`config.mk`:
```
export PLATFORM = sky130hd
export DESIGN_NAME = mccpu_ctrl_fsm
export DESIGN_NICKNAME = d
export VERILOG_FILES = /design/src/rtl/mccpu_ctrl_fsm_pkg.sv /design/src/rtl/mccpu_ctrl_fsm_alu_dec.sv /design/src/rtl/mccpu_ctrl_fsm.sv
export SDC_FILE = /design/constraint.sdc
export NUM_CORES = 1
export LEC_CHECK = 0
export ABC_AREA = 0
export CAP_MARGIN = 15
export CORE_ASPECT_RATIO = 1.4
export CORE_UTILIZATION = 39
export CTS_CLUSTER_DIAMETER = 30
export DETAILED_ROUTE_END_ITERATION = 16
export GPL_TIMING_DRIVEN = 0
export PLACE_DENSITY = 0.79
export SETUP_SLACK_MARGIN = 0.1
export SYNTH_ARGS = -nofsm -noshare
export SYNTH_HDL_FRONTEND = slang
export SYNTH_SLANG_ARGS = --single-unit
```
`constraint.sdc`:
```
create_clock -name clk -period 2.8 [get_ports clk]
set_clock_uncertainty 0.1 [all_clocks]
set_input_delay 0.28 -clock clk [delete_from_list [all_inputs] [get_ports clk]]
set_output_delay 0.28 -clock clk [all_outputs]
set_load 0.03 [all_outputs]
```
`src/rtl/mccpu_ctrl_fsm_pkg.sv`:
```
// rtl/mccpu_ctrl_fsm_pkg.sv - shared state, opcode, funct, ALU and mux select codes
package mccpu_ctrl_fsm_pkg;

    typedef enum logic [3:0] {
        S_FETCH  = 4'd0,
        S_DECODE = 4'd1,
        S_MA     = 4'd2,
        S_MR     = 4'd3,
        S_MWB    = 4'd4,
        S_MW     = 4'd5,
        S_EXE    = 4'd6,
        S_AWB    = 4'd7,
        S_BR     = 4'd8,
        S_JMP    = 4'd9
    } state_e;

    // Opcodes (IR[31:26])
    localparam logic [5:0] OP_RTYPE = 6'h00;
    localparam logic [5:0] OP_J     = 6'h02;
    localparam logic [5:0] OP_JAL   = 6'h03;
    localparam logic [5:0] OP_BEQ   = 6'h04;
    localparam logic [5:0] OP_BNE   = 6'h05;
    localparam logic [5:0] OP_ADDI  = 6'h08;
    localparam logic [5:0] OP_ORI   = 6'h0D;
    localparam logic [5:0] OP_LUI   = 6'h0F;
    localparam logic [5:0] OP_LW    = 6'h23;
    localparam logic [5:0] OP_SW    = 6'h2B;

    // R-type funct codes (IR[5:0])
    localparam logic [5:0] FN_SLL  = 6'h00;
    localparam logic [5:0] FN_JR   = 6'h08;
    localparam logic [5:0] FN_ADDU = 6'h21;
    localparam logic [5:0] FN_SUBU = 6'h23;
    localparam logic [5:0] FN_AND  = 6'h24;
    localparam logic [5:0] FN_OR   = 6'h25;
    localparam logic [5:0] FN_SLT  = 6'h2A;

    // ALU operations
    localparam logic [3:0] ALU_ADD   = 4'd0;
    localparam logic [3:0] ALU_SUB   = 4'd1;
    localparam logic [3:0] ALU_AND   = 4'd2;
    localparam logic [3:0] ALU_OR    = 4'd3;
    localparam logic [3:0] ALU_SLT   = 4'd4;
    localparam logic [3:0] ALU_SLL   = 4'd5;
    localparam logic [3:0] ALU_PASSB = 4'd6;

    // Next-PC mux
    localparam logic [1:0] NPC_PC4 = 2'b00;
    localparam logic [1:0] NPC_BR  = 2'b01;
    localparam logic [1:0] NPC_JMP = 2'b10;
    localparam logic [1:0] NPC_JR  = 2'b11;

    // Register write-data mux
    localparam logic [1:0] WD_ALU = 2'b00;
    localparam logic [1:0] WD_MDR = 2'b01;
    localparam logic [1:0] WD_PC  = 2'b10;

    // Destination register mux
    localparam logic [1:0] GPR_RT = 2'b00;
    localparam logic [1:0] GPR_RD = 2'b01;
    localparam logic [1:0] GPR_RA = 2'b10;

    // ALU B operand mux
    localparam logic [1:0] ASB_RT    = 2'b00;
    localparam logic [1:0] ASB_FOUR  = 2'b01;
    localparam logic [1:0] ASB_IMM   = 2'b10;
    localparam logic [1:0] ASB_IMMSH = 2'b11;

    // Immediate extender
    localparam logic [1:0] EXT_ZERO = 2'b00;
    localparam logic [1:0] EXT_SIGN = 2'b01;
    localparam logic [1:0] EXT_LUI  = 2'b10;

endpackage

```
`src/rtl/mccpu_ctrl_fsm_alu_dec.sv`:
```
// rtl/mccpu_ctrl_fsm_alu_dec.sv - R-type funct to ALU operation decode
module mccpu_ctrl_fsm_alu_dec
    import mccpu_ctrl_fsm_pkg::*;
(
    input  logic [5:0] funct,
    output logic [3:0] alu_op,
    output logic       legal,
    output logic       is_jr
);

    // Map funct to ALU op; unknown functs are flagged so DECODE can drop them
    always_comb begin
        alu_op = ALU_ADD;
        legal  = 1'b1;
        is_jr  = 1'b0;
        case (funct)
            FN_ADDU: alu_op = ALU_ADD;
            FN_SUBU: alu_op = ALU_SUB;
            FN_AND:  alu_op = ALU_AND;
            FN_OR:   alu_op = ALU_OR;
            FN_SLT:  alu_op = ALU_SLT;
            FN_SLL:  alu_op = ALU_SLL;
            FN_JR:   is_jr  = 1'b1;
            default: legal  = 1'b0;
        endcase
    end

endmodule

```
`src/rtl/mccpu_ctrl_fsm.sv`:
```
// rtl/mccpu_ctrl_fsm.sv - multi-cycle MCCPU control state machine
module mccpu_ctrl_fsm
    import mccpu_ctrl_fsm_pkg::*;
#(
    parameter int STATE_W = 4,
    parameter int ALUOP_W = 4
) (
    input  logic               clk,
    input  logic               rst,
    input  logic [5:0]         op,
    input  logic [5:0]         funct,
    input  logic               zero,
    output logic               pc_we,
    output logic               ir_we,
    output logic               mem_we,
    output logic               rf_we,
    output logic               iord,
    output logic               alusrca,
    output logic [1:0]         alusrcb,
    output logic [1:0]         gprsel,
    output logic [1:0]         wdsel,
    output logic [1:0]         npc_op,
    output logic [1:0]         ext_op,
    output logic [ALUOP_W-1:0] alu_op,
    output logic [STATE_W-1:0] state
);

    state_e     r_state;
    state_e     w_next;
    logic [3:0] w_alu_op;
    logic [3:0] w_dec_alu_op;
    logic       w_dec_legal;
    logic       w_dec_is_jr;
    logic       w_is_rtype;

    assign w_is_rtype = (op == OP_RTYPE);

    mccpu_ctrl_fsm_alu_dec u_alu_dec (
        .funct  (funct),
        .alu_op (w_dec_alu_op),
        .legal  (w_dec_legal),
        .is_jr  (w_dec_is_jr)
    );

    // State register; reset abandons whatever instruction is in flight
    always_ff @(posedge clk) begin
        if (rst) begin
            r_state <= S_FETCH;
        end else begin
            r_state <= w_next;
        end
    end

    // Next-state and datapath controls, all forced idle while reset is held
    always_comb begin
        w_next   = S_FETCH;
        pc_we    = 1'b0;
        ir_we    = 1'b0;
        mem_we   = 1'b0;
        rf_we    = 1'b0;
        iord     = 1'b0;
        alusrca  = 1'b0;
        alusrcb  = ASB_RT;
        gprsel   = GPR_RT;
        wdsel    = WD_ALU;
        npc_op   = NPC_PC4;
        ext_op   = EXT_ZERO;
        w_alu_op = ALU_ADD;

        case (r_state)
            S_FETCH: begin
                ir_we   = 1'b1;
                pc_we   = 1'b1;
                alusrcb = ASB_FOUR;
                w_next  = S_DECODE;
            end
            S_DECODE: begin
                // ALUOut <= PC+4 + (sext(imm)<<2), ready if this is a branch
                alusrcb = ASB_IMMSH;
                ext_op  = EXT_SIGN;
                case (op)
                    OP_LW, OP_SW:            w_next = S_MA;
                    OP_ADDI, OP_ORI, OP_LUI: w_next = S_EXE;
                    OP_BEQ, OP_BNE:          w_next = S_BR;
                    OP_J, OP_JAL:            w_next = S_JMP;
                    OP_RTYPE: begin
                        if (!w_dec_legal) begin
                            w_next = S_FETCH;
                        end else if (w_dec_is_jr) begin
                            w_next = S_JMP;
                        end else begin
                            w_next = S_EXE;
                        end
                    end
                    default:                 w_next = S_FETCH;
                endcase
            end
            S_MA: begin
                alusrca = 1'b1;
                alusrcb = ASB_IMM;
                ext_op  = EXT_SIGN;
                if (op == OP_LW) begin
                    w_next = S_MR;
                end else if (op == OP_SW) begin
                    w_next = S_MW;
                end
            end
            S_MR: begin
                iord   = 1'b1;
                w_next = S_MWB;
            end
            S_MWB: begin
                rf_we  = 1'b1;
                gprsel = GPR_RT;
                wdsel  = WD_MDR;
            end
            S_MW: begin
                iord   = 1'b1;
                mem_we = 1'b1;
            end
            S_EXE: begin
                alusrca = 1'b1;
                w_next  = S_AWB;
                if (w_is_rtype) begin
                    alusrcb  = ASB_RT;
                    w_alu_op = w_dec_alu_op;
                end else begin
                    alusrcb = ASB_IMM;
                    case (op)
                        OP_ADDI: begin
                            ext_op   = EXT_SIGN;
                            w_alu_op = ALU_ADD;
                        end
                        OP_ORI: begin
                            ext_op   = EXT_ZERO;
                            w_alu_op = ALU_OR;
                        end
                        OP_LUI: begin
                            ext_op   = EXT_LUI;
                            w_alu_op = ALU_PASSB;
                        end
                        default: ;
                    endcase
                end
            end
            S_AWB: begin
                rf_we  = 1'b1;
                wdsel  = WD_ALU;
                gprsel = w_is_rtype ? GPR_RD : GPR_RT;
            end
            S_BR: begin
                alusrca  = 1'b1;
                alusrcb  = ASB_RT;
                w_alu_op = ALU_SUB;
                npc_op   = NPC_BR;
                if (op == OP_BEQ) begin
                    pc_we = zero;
                end else if (op == OP_BNE) begin
                    pc_we = ~zero;
                end
            end
            S_JMP: begin
                pc_we  = 1'b1;
                npc_op = w_is_rtype ? NPC_JR : NPC_JMP;
                if (op == OP_JAL) begin
                    rf_we  = 1'b1;
                    gprsel = GPR_RA;
                    wdsel  = WD_PC;
                end
            end
            default: w_next = S_FETCH;
        endcase

        if (rst) begin
            pc_we    = 1'b0;
            ir_we    = 1'b0;
            mem_we   = 1'b0;
            rf_we    = 1'b0;
            iord     = 1'b0;
            alusrca  = 1'b0;
            alusrcb  = ASB_RT;
            gprsel   = GPR_RT;
            wdsel    = WD_ALU;
            npc_op   = NPC_PC4;
            ext_op   = EXT_ZERO;
            w_alu_op = ALU_ADD;
        end
    end

    assign alu_op = ALUOP_W'(w_alu_op);
    assign state  = STATE_W'(r_state);

endmodule
```
Yosys cells after proc, flatten, opt, wreduce, memory -nomap -nowiden --
Index checks and enable logic that the tools add are counted. Widths: inputs -> output; s select.
Cells by class: equal/unequal tests 24, mux-type cells 44, bitwise logic cells 1, reductions and logical operators 13
Operator list (number):
- $eq 6x6->1 const B | 7
- $pmux 4 s5 | 2
- $eq 6x4->1 const B | 4
- $pmux 2 s2 | 5
- $mux 1 | 17
- $eq 4x3->1 const B | 4
- $mux 2 | 8
- $mux 4 | 4
- $pmux 3 s5 | 1
- $reduce_or 2->1 | 7
- $eq 6x2->1 const B | 2
- $eq 6x3->1 const B | 2
- $logic_not 6->1 | 2
- $eq 4x2->1 const B | 2
- $eq 4x4->1 const B | 2
- $pmux 2 s4 | 1
- $pmux 4 s2 | 1
- $reduce_or 7->1 | 1
- $mux 3 | 2
- $pmux 3 s2 | 1
- $reduce_or 3->1 | 2
- $eq 4x1->1 const B | 1
- $logic_not 4->1 | 1
- $pmux 1 s2 | 2
- $not 1->1 | 1
Storage, ports and cells: register bits after elaboration 4, input port bits 15, logic and storage cells 83

Longest topological paths before layout --
Gate-level depths: netlist of the first run.
depth in word-level cells 6, depth in mapped cells 6, mapped depth without buffers 5

Hierarchy --
From an unflattened synthesis of the first run, not the netlist that was laid out.
Unflattened totals: cells, all modules 119, area total of the unflattened synthesis 838.3 um2
Modules (own cells, without submodules):
- mccpu_ctrl_fsm | instances 1, cells each 96, area each 691.9 um2, seq. area each 80.1 um2
- mccpu_ctrl_fsm_alu_dec | instances 1, cells each 23, area each 146.4 um2, seq. area each 0.0 um2

Worst setup path after synthesis of the first run --
OpenSTA, ideal clock, no wires.
path type register to output, from register r_state[3], in the netlist state[3], to output port rf_we, arrival 2742 ps, path slack -322 ps, cell stages (with the launch flop) 6, path buffers 1, cell sequence dfxtp_1 -> clkbuf_1 -> inv_1 -> or3_1 -> nor4_1 -> a41o_1
On the way: cells in the longest elaborated chain, start to end 4
RTL lines:
- from (decl) | line mccpu_ctrl_fsm.sv:28 | state_e r_state;
- from (signal assigned) | line mccpu_ctrl_fsm.sv:50 | r_state <= w_next;
- $eq 4x3->1 | line mccpu_ctrl_fsm.sv:70 | case (r_state)
- $reduce_or 2->1 (no source line)
- $pmux 1 s2 * | line mccpu_ctrl_fsm.sv:70
- $mux 1 * | line mccpu_ctrl_fsm.sv:174 | if (rst) begin
- to (decl) | line mccpu_ctrl_fsm.sv:16 | output logic rf_we,
Every way passes the cells marked *; elsewhere a longest branch is shown, timed or not.

Worst setup path after layout of the first run --
from input port op[5], to output port alu_op[2]
On the way: cells in the longest elaborated chain, start to end 5
RTL lines:
- from (decl) | line mccpu_ctrl_fsm.sv:10 | input logic [5:0] op,
- $eq 6x4->1 | line mccpu_ctrl_fsm.sv:129 | case (op)
- $pmux 3 s2 | line mccpu_ctrl_fsm.sv:129
- $mux 4 * | line mccpu_ctrl_fsm.sv:124 | if (w_is_rtype) begin
- $pmux 4 s2 * | line mccpu_ctrl_fsm.sv:70
- $mux 4 * | line mccpu_ctrl_fsm.sv:174
- to (decl) | line mccpu_ctrl_fsm.sv:24 | output logic [ALUOP_W-1:0] alu_op,
Marks and branches as above.

==> results.txt, run 1 <==
* Result of the run: finished clean
- The area growth from synthesis to layout is 59.5%.
* Routed wirelength normalized by instance count: 13.8 µm
- Maximum level of the CTS H-tree: 1
* RePlAce Congestion: 0.842
* Cells on worst reg2reg path: 6
* Critical path class: in2out
- The number of nets in the synthesized netlist is 133.
- Yosys warnings: 0
- Synthesis instantiated 44 different standard cells from the library.
- Clock tree synthesis inserted a total of 3 buffers.
- Max-capacitance violation count: 0
- The kind of cell with the highest combined delay along the critical path is simple AND/OR/NAND/NOR gates.
- Summed over all cells, the static leakage comes to 0.511 nW.
* Clk pin slew, worst setup/hold paths: 0.03 ns
- The worst setup path is launched from a primary input.
- The die is 54.3 µm tall.
- The number of buffers and inverters on the critical path is 2.
- On the critical path, the stage with the largest delay is an instance of sky130_fd_sc_hd__or4_4.
* Startpoint of the most critical hold path: op[3]
- Max incr delay on CP: 0.59 ns
- Clock latency on the worst-skew pair: 0.23 ns
* Drt first-iter violations: 38
* Final #Nets: 175
* Clock sink count: 4
* Part of the power in registers: 0.252
* Fraction of synthesis flops using an asynchronous set or reset pin: 0
- The die covers 2140 µm².
* Worst slew pin tran: 0.639 ns
* Total detailed-routing wirelength: 2.46 mm
* Worst-path maximum fanout: 6
- Global-route wire length before repair: 3.93 mm
- Width of the die: 39.4 µm
- The worst-case IR drop observed on VDD is 205 µV.
* Proportion of synthesized chip area in sequential cells: 0.105
- Post-route minimum period: 2.73 ns
* Core area: 1800 µm²
- Number of setup violations in the final report: 0
- Based on the critical path, the design can be clocked at up to 366 MHz.
- During I/O placement, the number of pins put on the boundary was 39.
- Yosys attributes the largest share of cell area to sky130_fd_sc_hd__dfxtp_1 (10%), sky130_fd_sc_hd__a21oi_1 (9.8%), sky130_fd_sc_hd__nor3_1 (6.6%).
- Area share of the leading cell type in the synthesized netlist: 0.105
* Reg2Reg Launch Point: state[0]$_SDFF_PP0_
- Reg-to-Reg End: state[2]$_SDFF_PP0_
* Pin count of the biggest net entering global routing: 11
* Final core utilization: 0.676
* Pre-Repair DR Iteration Count: 4
- DRC violations left: 0
* Overall global routing resource usage: 0.257
- Global routing finished with a remaining overflow of 0.
* Power density over the cells: 193 nW/µm²
* Vias per inst: 5.88
* Internal power component: 0.000153 W
* Proportion of layout cells with a drive suffix above 1: 0.184
* Combinational fraction of design power: 0.453
* Via Count: 1046
- Number of port buffers: 36
- Most used cell, CP: sky130_fd_sc_hd__or4_4
- After synthesis the netlist holds a flip-flop and latch count of 4.
- WP data required: 2.42 ns
- Final worst-path cycle share: 0.976
* Final Hold Vio Count: 0
- Number of enable flip-flop cells after synthesis: 0
* Number of nets still failing antenna checks after routing: 0
- Register-to-register path setup slack: 0.90 ns
- TritonCTS clock tree: built
- The number of pins exceeding their max-slew limit in the final report was 0.
- Site Rows: 18
* Detailed placement HPWL: 1.89 mm
* Area of combinational cells with multiple inputs: 653 µm²
- Fraction of power spent switching nets: 0.348
- CP Data Arrival Time: 2.35 ns
- Main synth FF type: sky130_fd_sc_hd__dfxtp_1
- The number of antenna diodes in the final layout is 0.
* Area of the mapped netlist: 763 µm²
- The cell sitting at the root of the clock tree is a sky130_fd_sc_hd__clkbuf_4.
- Net switching power figure: 0.0000818 W
- Post-synthesis cell count: 118
- Setup repair after global routing could not meet its margin everywhere.
- STA classifies the critical path endpoint as a primary output.
* Number of flip-flops in the largest register: 4
* Number of cells on the worst hold path: 3
* Critical-path cell list: dlygate4sd2_1 > or4_4 > or4_4 > a2111o_1 > a21oi_2 > clkbuf_4
- The number of antenna violations at the first check in global routing came to 0.
* Power after layout: 0.000235 W
- Combined flip-flop and latch cell area: 80.1 µm²
* Average size of a mapped cell: 6.47 µm²
- Measured against its own limit, the worst slew margin works out to 0.568.
* Number of global-route vias before repair: 927
- Total of hold buffers inserted after clock tree synthesis: 0
- The clock passes through at most 2 buffers.
* Cell accounting for the most synthesized area: sky130_fd_sc_hd__dfxtp_1
* Type of the most critical hold path: in2reg
- Clock network power share: 0.296
- The worst hold path terminates at state[3]$_SDFF_PP0_.
- Effective utilization at floorplan: 0.424
- # fillers: 174
-- timing repair --
| item | in CTS | in global routing |
|---|---|---|
| pin swaps | 1 | 4 |
| setup buffers | 0 | 1 |
| setup endpoints to repair | 13 | 7 |
| endpoints found under the hold margin | 0 | 0 |
| gates resized for setup | 32 | 12 |
-- worst max-delay path by stage --
| stage | start | to | slack [ns] | depth (start not counted) |
|---|---|---|---|---|
| floorplan | state[3]$_SDFF_PP0_ | gprsel[1] | 0.08 | 4 |
| global placement | op[5] | alu_op[2] | -0.49 | 6 |
| CTS | op[2] | alu_op[2] | 0.03 | 6 |
| global route | op[5] | alu_op[2] | 0.04 | 6 |
| finish | op[5] | alu_op[2] | 0.07 | 6 |
| detailed placement | op[5] | alu_op[2] | -0.53 | 6 |
-- power by group through the flow --
| stage | registers (W) | clock network (W) | logic (W) |
|---|---|---|---|
| finish | 0.0000591 | 0.0000694 | 0.000106 |
| global route | 0.0000594 | 0.0000757 | 0.000115 |
| CTS | 0.0000591 | 0.0000748 | 0.000105 |
| detailed placement | 0.0000599 | 0 | 0.000104 |
| global placement | 0.0000600 | 0 | 0.000103 |
| floorplan | 0.0000624 | 0 | 0.0000561 |
-- tightest hold or removal path: stages --
cell,delay (ns)
sky130_fd_sc_hd__buf_6,0.10
sky130_fd_sc_hd__nor3_1,0.07
sky130_fd_sc_hd__o2111a_1,0.24
-- per-layer routing --
metal / global-route usage / up-vias / share of wire
li1: - / 523 / -
met4: 0.0920 / 0 / 0
met2: 0.481 / 31 / 0.54
met1: 0.304 / 492 / 0.42
met5: 0 / - / 0
met3: 0.00407 / 0 / 0.038
-- cells by family after synthesis --
| kind of cell | synth area share |
|---|---|
| AOI/OAI and AO/OA | 0.303 |
| and+or+nand+nor | 0.467 |
| buffers and inverters | 0.0836 |
| other | 0.00491 |
| DFF | 0.105 |
| muxes | 0.0131 |
| xor gates and xnor gates | 0.0230 |
-- layout by cell type (no fill, tap or decap), drive strengths merged, types with 2 or more instances in the layout --
master	instances
inv	3
or4	2
clkdlybuf4s50	22
a211o	2
and2	2
and3	2
nor4	3
or3	6
a21oi	16
o31ai	2
nand2b	2
nand2	10
nand3	2
dlygate4sd2	5
nor3	10
nor2b	2
buf	6
o21ai	4
nand4	2
a2111o	2
xor2	2
dfxtp	4
clkbuf	11
nor4b	4
nor2	11
a211oi	3
dlymetal6s2s	4
-- synth_stat cells, drive strengths merged (4+ instances only) --
| cell | n |
|---|---|
| clkbuf | 7 |
| nand2 | 10 |
| dfxtp | 4 |
| a21oi | 16 |
| nor2 | 11 |
| nor4b | 4 |
| o21ai | 4 |
| or3 | 6 |
| nor3 | 10 |
-- per-stage QoR --
step / setup TNS, ns / instances / hold WS (ns) / worst slack (ns) / cell area [µm²]
final: 0 / 178 / 0.418 / 0.0668 / 1220
after global routing: 0 / 178 / 0.422 / 0.0383 / 1220
after CTS: 0 / 177 / 0.405 / 0.0334 / 1180
after detailed placement: -2.26 / 174 / 0.639 / -0.532 / 1170
after global placement: -2.02 / 174 / 0.629 / -0.492 / 1170
after floorplan: 0 / 118 / 0.394 / 0.0783 / 783
-- area by class of cell --
cell class	instances	share of cell area
inverters	3	0.00925
clock buffers	3	0.0185
repair buffers	37	0.302
flip-flops and latches	4	0.0658
well taps	20	0.0206
plain buffers	10	0.0473
multi-input cells	101	0.536
No activity file was read; power rests on OpenSTA's default activity.
==> run 2, diff against run 1 <==
Settings changed: ABC_AREA 0 to 1, PLACE_DENSITY 0.79 to 0.8.
==> results.txt, run 2 <==
- The wire length per cell was 11.1 µm (-20%).
- Register bit total from synthesis: 4 (unchanged)
- The post-detailed-route count of antenna-violating nets came to 0 (unchanged).
- The via density per instance is 5.20 (-12%).
- Final Slew Violations: 0 (unchanged)
* Clock latency on the worst-skew pair: 0.24 ns (about the same)
- Final worst-path cycle share: 0.931 (-0.0454)
- Max-capacitance violation count: 0 (unchanged)
* Result of the run: finished clean
- The maximum vdd drop was 132 µV (-36%).
- WP data required: 2.42 ns (about the same)
- Core area: 1780 µm² (-1.2%)
* Most common cell after layout, fill and taps aside: sky130_fd_sc_hd__clkdlybuf4s50_1
- Post-synthesis net count: 151 (+14%)
* Timing-limited maximum frequency: 384 MHz (+4.9%)
- Root Driver: sky130_fd_sc_hd__clkbuf_4
* Proportion of layout cells with a drive suffix above 1: 0.120 (-0.0635)
* CP Data Arrival Time: 2.23 ns (-0.12 ns)
- RePlAce Congestion: 0.848 (+0.71%)
* Clock sink count: 4 (unchanged)
- The largest fanout on the critical path is 7 (+1).
- Total detailed-routing wirelength: 2.17 mm (-12%)
- The x dimension of the die is 38.7 µm (-1.6%).
- The overall track demand over capacity in global routing was 0.235 (-0.0222).
- The synthesized instance count is 136 (+15%).
- Pre-Repair DR Iteration Count: 4 (unchanged)
- Global-route wire length before repair: 3.54 mm (-10%)
- The final routed DRC violation total came to 0 (unchanged).
- TritonCTS clock tree: built
* Yosys warnings: 0 (unchanged)
- Summed over all instances, the cell type with the most area after synthesis is sky130_fd_sc_hd__nand2_1.
* Setup repair after global routing missed its margin: false
- Area of the mapped netlist: 737 µm² (-3.4%)
- The number of buffers added on ports was 36 (unchanged).
* Remaining global-route overflow: 0 (unchanged)
* Floorplan die height: 53.4 µm (-1.7%)
- Top cells by count, synth: sky130_fd_sc_hd__nand2_1 (29), sky130_fd_sc_hd__nor2_1 (24), sky130_fd_sc_hd__inv_1 (19)
- The number of hold-repair buffers added at the cts stage came to 0 (unchanged).
- In the layout the commonest cells are sky130_fd_sc_hd__clkdlybuf4s50_1 (34), sky130_fd_sc_hd__nand2_1 (29), sky130_fd_sc_hd__nor2_1 (24), sky130_fd_sc_hd__inv_1 (19), sky130_fd_sc_hd__nand3_1 (15).
- Number of flip-flops in the largest register: 4 (unchanged)
* Kind of end point of the critical path: primary output
- The placed wire-length estimate came to 1.80 mm (-5.0%).
- The number of unique standard cell types used by synthesis came to 31 (-30%).
- The site row count is 18 (unchanged).
* Area share of the leading cell type in the synthesized netlist: 0.148 (+0.0428)
- Type of the most critical hold path: in2reg
- Clock buffer depth: 2 (unchanged)
- Number of top-level pins: 39 (unchanged)
* Most frequently used cell type in the post-synthesis netlist: sky130_fd_sc_hd__nand2_1
* Startpoint class of the critical path: primary input
- Maximum level of the CTS H-tree: 1 (unchanged)
* Static leakage: 0.564 nW (+10%)
* Total negative setup slack: 0 ns (unchanged)
* Fraction of synthesis flops using an asynchronous set or reset pin: 0 (unchanged)
- Num CTS Buffers: 3 (unchanged)
- Drt first-iter violations: 28 (-26%)
- The number of global-route vias before repair was 912 (-1.6%).
- Ranked by total cell area, the synthesized netlist is headed by sky130_fd_sc_hd__nand2_1 (15%), sky130_fd_sc_hd__nor2_1 (12%), sky130_fd_sc_hd__dfxtp_1 (11%).
* Final Hold Vio Count: 0 (unchanged)
- Final #Nets: 192 (+9.7%)
* Average size of a mapped cell: 5.42 µm² (-16%)
* Main synth FF type: sky130_fd_sc_hd__dfxtp_1
- The power per cell area is 209 nW/µm² (+8.5%).
- Effective utilization at floorplan: 0.414 (-0.00941)
- Clk pin slew, worst setup/hold paths: 0.04 ns (about the same)
- Antenna fix cells: 0 (unchanged)
- The critical path is of the in2out type.
* Final core utilization: 0.646 (-0.0294)
- Number of antenna violations at the first check in global routing: 0 (unchanged)
* Post-route minimum period: 2.61 ns (-0.127 ns)
* Number of setup violations in the final report: 0 (unchanged)
* Number of enable flip-flop cells after synthesis: 0 (unchanged)
- Via Count: 1014 (-3.1%)
- The sequential share of the synthesized area came to 0.109 (+0.00374).
- Die area: 2070 µm² (-3.3%)
- Pin count of the biggest net entering global routing: 11 (unchanged)
- Compared with the post-synthesis result, the final layout area differs by 56.0%.
[run 2: cell count changes in the layout (fill, tap and decap cells not counted), sizes merged, moves of 3 or more]
cell | previous run | this run
inv | 3 | 22
clkbuf | 11 | 3
clkdlybuf4s50 | 22 | 34
a211oi | 3 | 0
nand3 | 2 | 15
nor2 | 11 | 31
a21oi | 16 | 7
nor3 | 10 | 5
nand2 | 10 | 30
dlygate4sd2 | 5 | 0
nor4b | 4 | 0
buf | 6 | 3
or3 | 6 | 0
[run 2: logic make-up after synthesis]
logic type | share of synthesized area
other | 0.00509
buffers and inverters | 0.138
AO/OA/AOI/OAI | 0.144
flip-flops | 0.109
AND/OR/NAND/NOR | 0.604
[run 2: layer usage]
layer  track usage  routed length, µm  vias to the layer above
met5             0                  0                        -
li1              -                  -                      529
met3        0.0252                102                        2
met2         0.467               1220                       41
met1         0.243                845                      442
met4        0.0632                  6                        0
[run 2: through the flow]
| stage | std cells | total power [W] | worst slack [ns] | hold slack (ns) | instance area [µm²] |
|---|---|---|---|---|---|
| global placement | 192 | 0.000165 | 0.175 | 0.504 | 1120 |
| global route | 195 | 0.000251 | 0.106 | 0.262 | 1150 |
| detailed placement | 192 | 0.000166 | 0.178 | 0.505 | 1120 |
| finish | 195 | 0.000241 | 0.194 | 0.259 | 1150 |
| floorplan | 136 | 0.000119 | 0.683 | 0.448 | 737 |
| CTS | 195 | 0.000240 | 0.158 | 0.257 | 1140 |
[run 2: power breakdown]
group / internal (W) / leakage (nW) / switching [W]
registers: 0.0000589 / 0.0326 / 0.00000204
logic: 0.0000430 / 0.517 / 0.0000620
clock network: 0.0000481 / 0.0138 / 0.0000267
total: 0.000150 / 0.564 / 0.0000907
[run 2: path summary, 6_finish.rpt]
check / from / end / slack, ns / depth (start not counted)
max: op[3] / alu_op[0] / 0.19 / 9
min: rst / state[0]$_SDFF_PP0_ / 0.26 / 2
max reg2reg: state[2]$_SDFF_PP0_ / state[0]$_SDFF_PP0_ / 1.39 / 5
min reg2reg: state[2]$_SDFF_PP0_ / state[1]$_SDFF_PP0_ / 0.53 / 2
[run 2: what timing repair did]
| item | 4_1_cts | 5_1_grt |
|---|---|---|
| gates resized for setup | 0 | 2 |
| buffers inserted | 0 | 0 |
| endpoints found under the setup margin | 0 | 2 |
[run 2: area by class of cell]
| cell class | count | area (µm²) |
|---|---|---|
| Fill cell | 175 | 629 |
| Multi-Input combinational cell | 107 | 556 |
| Timing Repair Buffer | 36 | 365 |
| Inverter | 22 | 85.1 |
| Sequential cell | 4 | 80.1 |
| Tap cell | 20 | 25.0 |
| Clock buffer | 3 | 22.5 |
| Buffer | 3 | 16.3 |
[run 2: critical path, stage by stage]
cell and delay (ns):
sky130_fd_sc_hd__clkdlybuf4s50_1 0.53, sky130_fd_sc_hd__nor2_4 0.20, sky130_fd_sc_hd__nand2_2 0.10, sky130_fd_sc_hd__nor2_8 0.15
sky130_fd_sc_hd__inv_4 0.07, sky130_fd_sc_hd__nand2_1 0.08, sky130_fd_sc_hd__nand4_1 0.10, sky130_fd_sc_hd__nand2_1 0.06
sky130_fd_sc_hd__clkdlybuf4s50_1 0.66
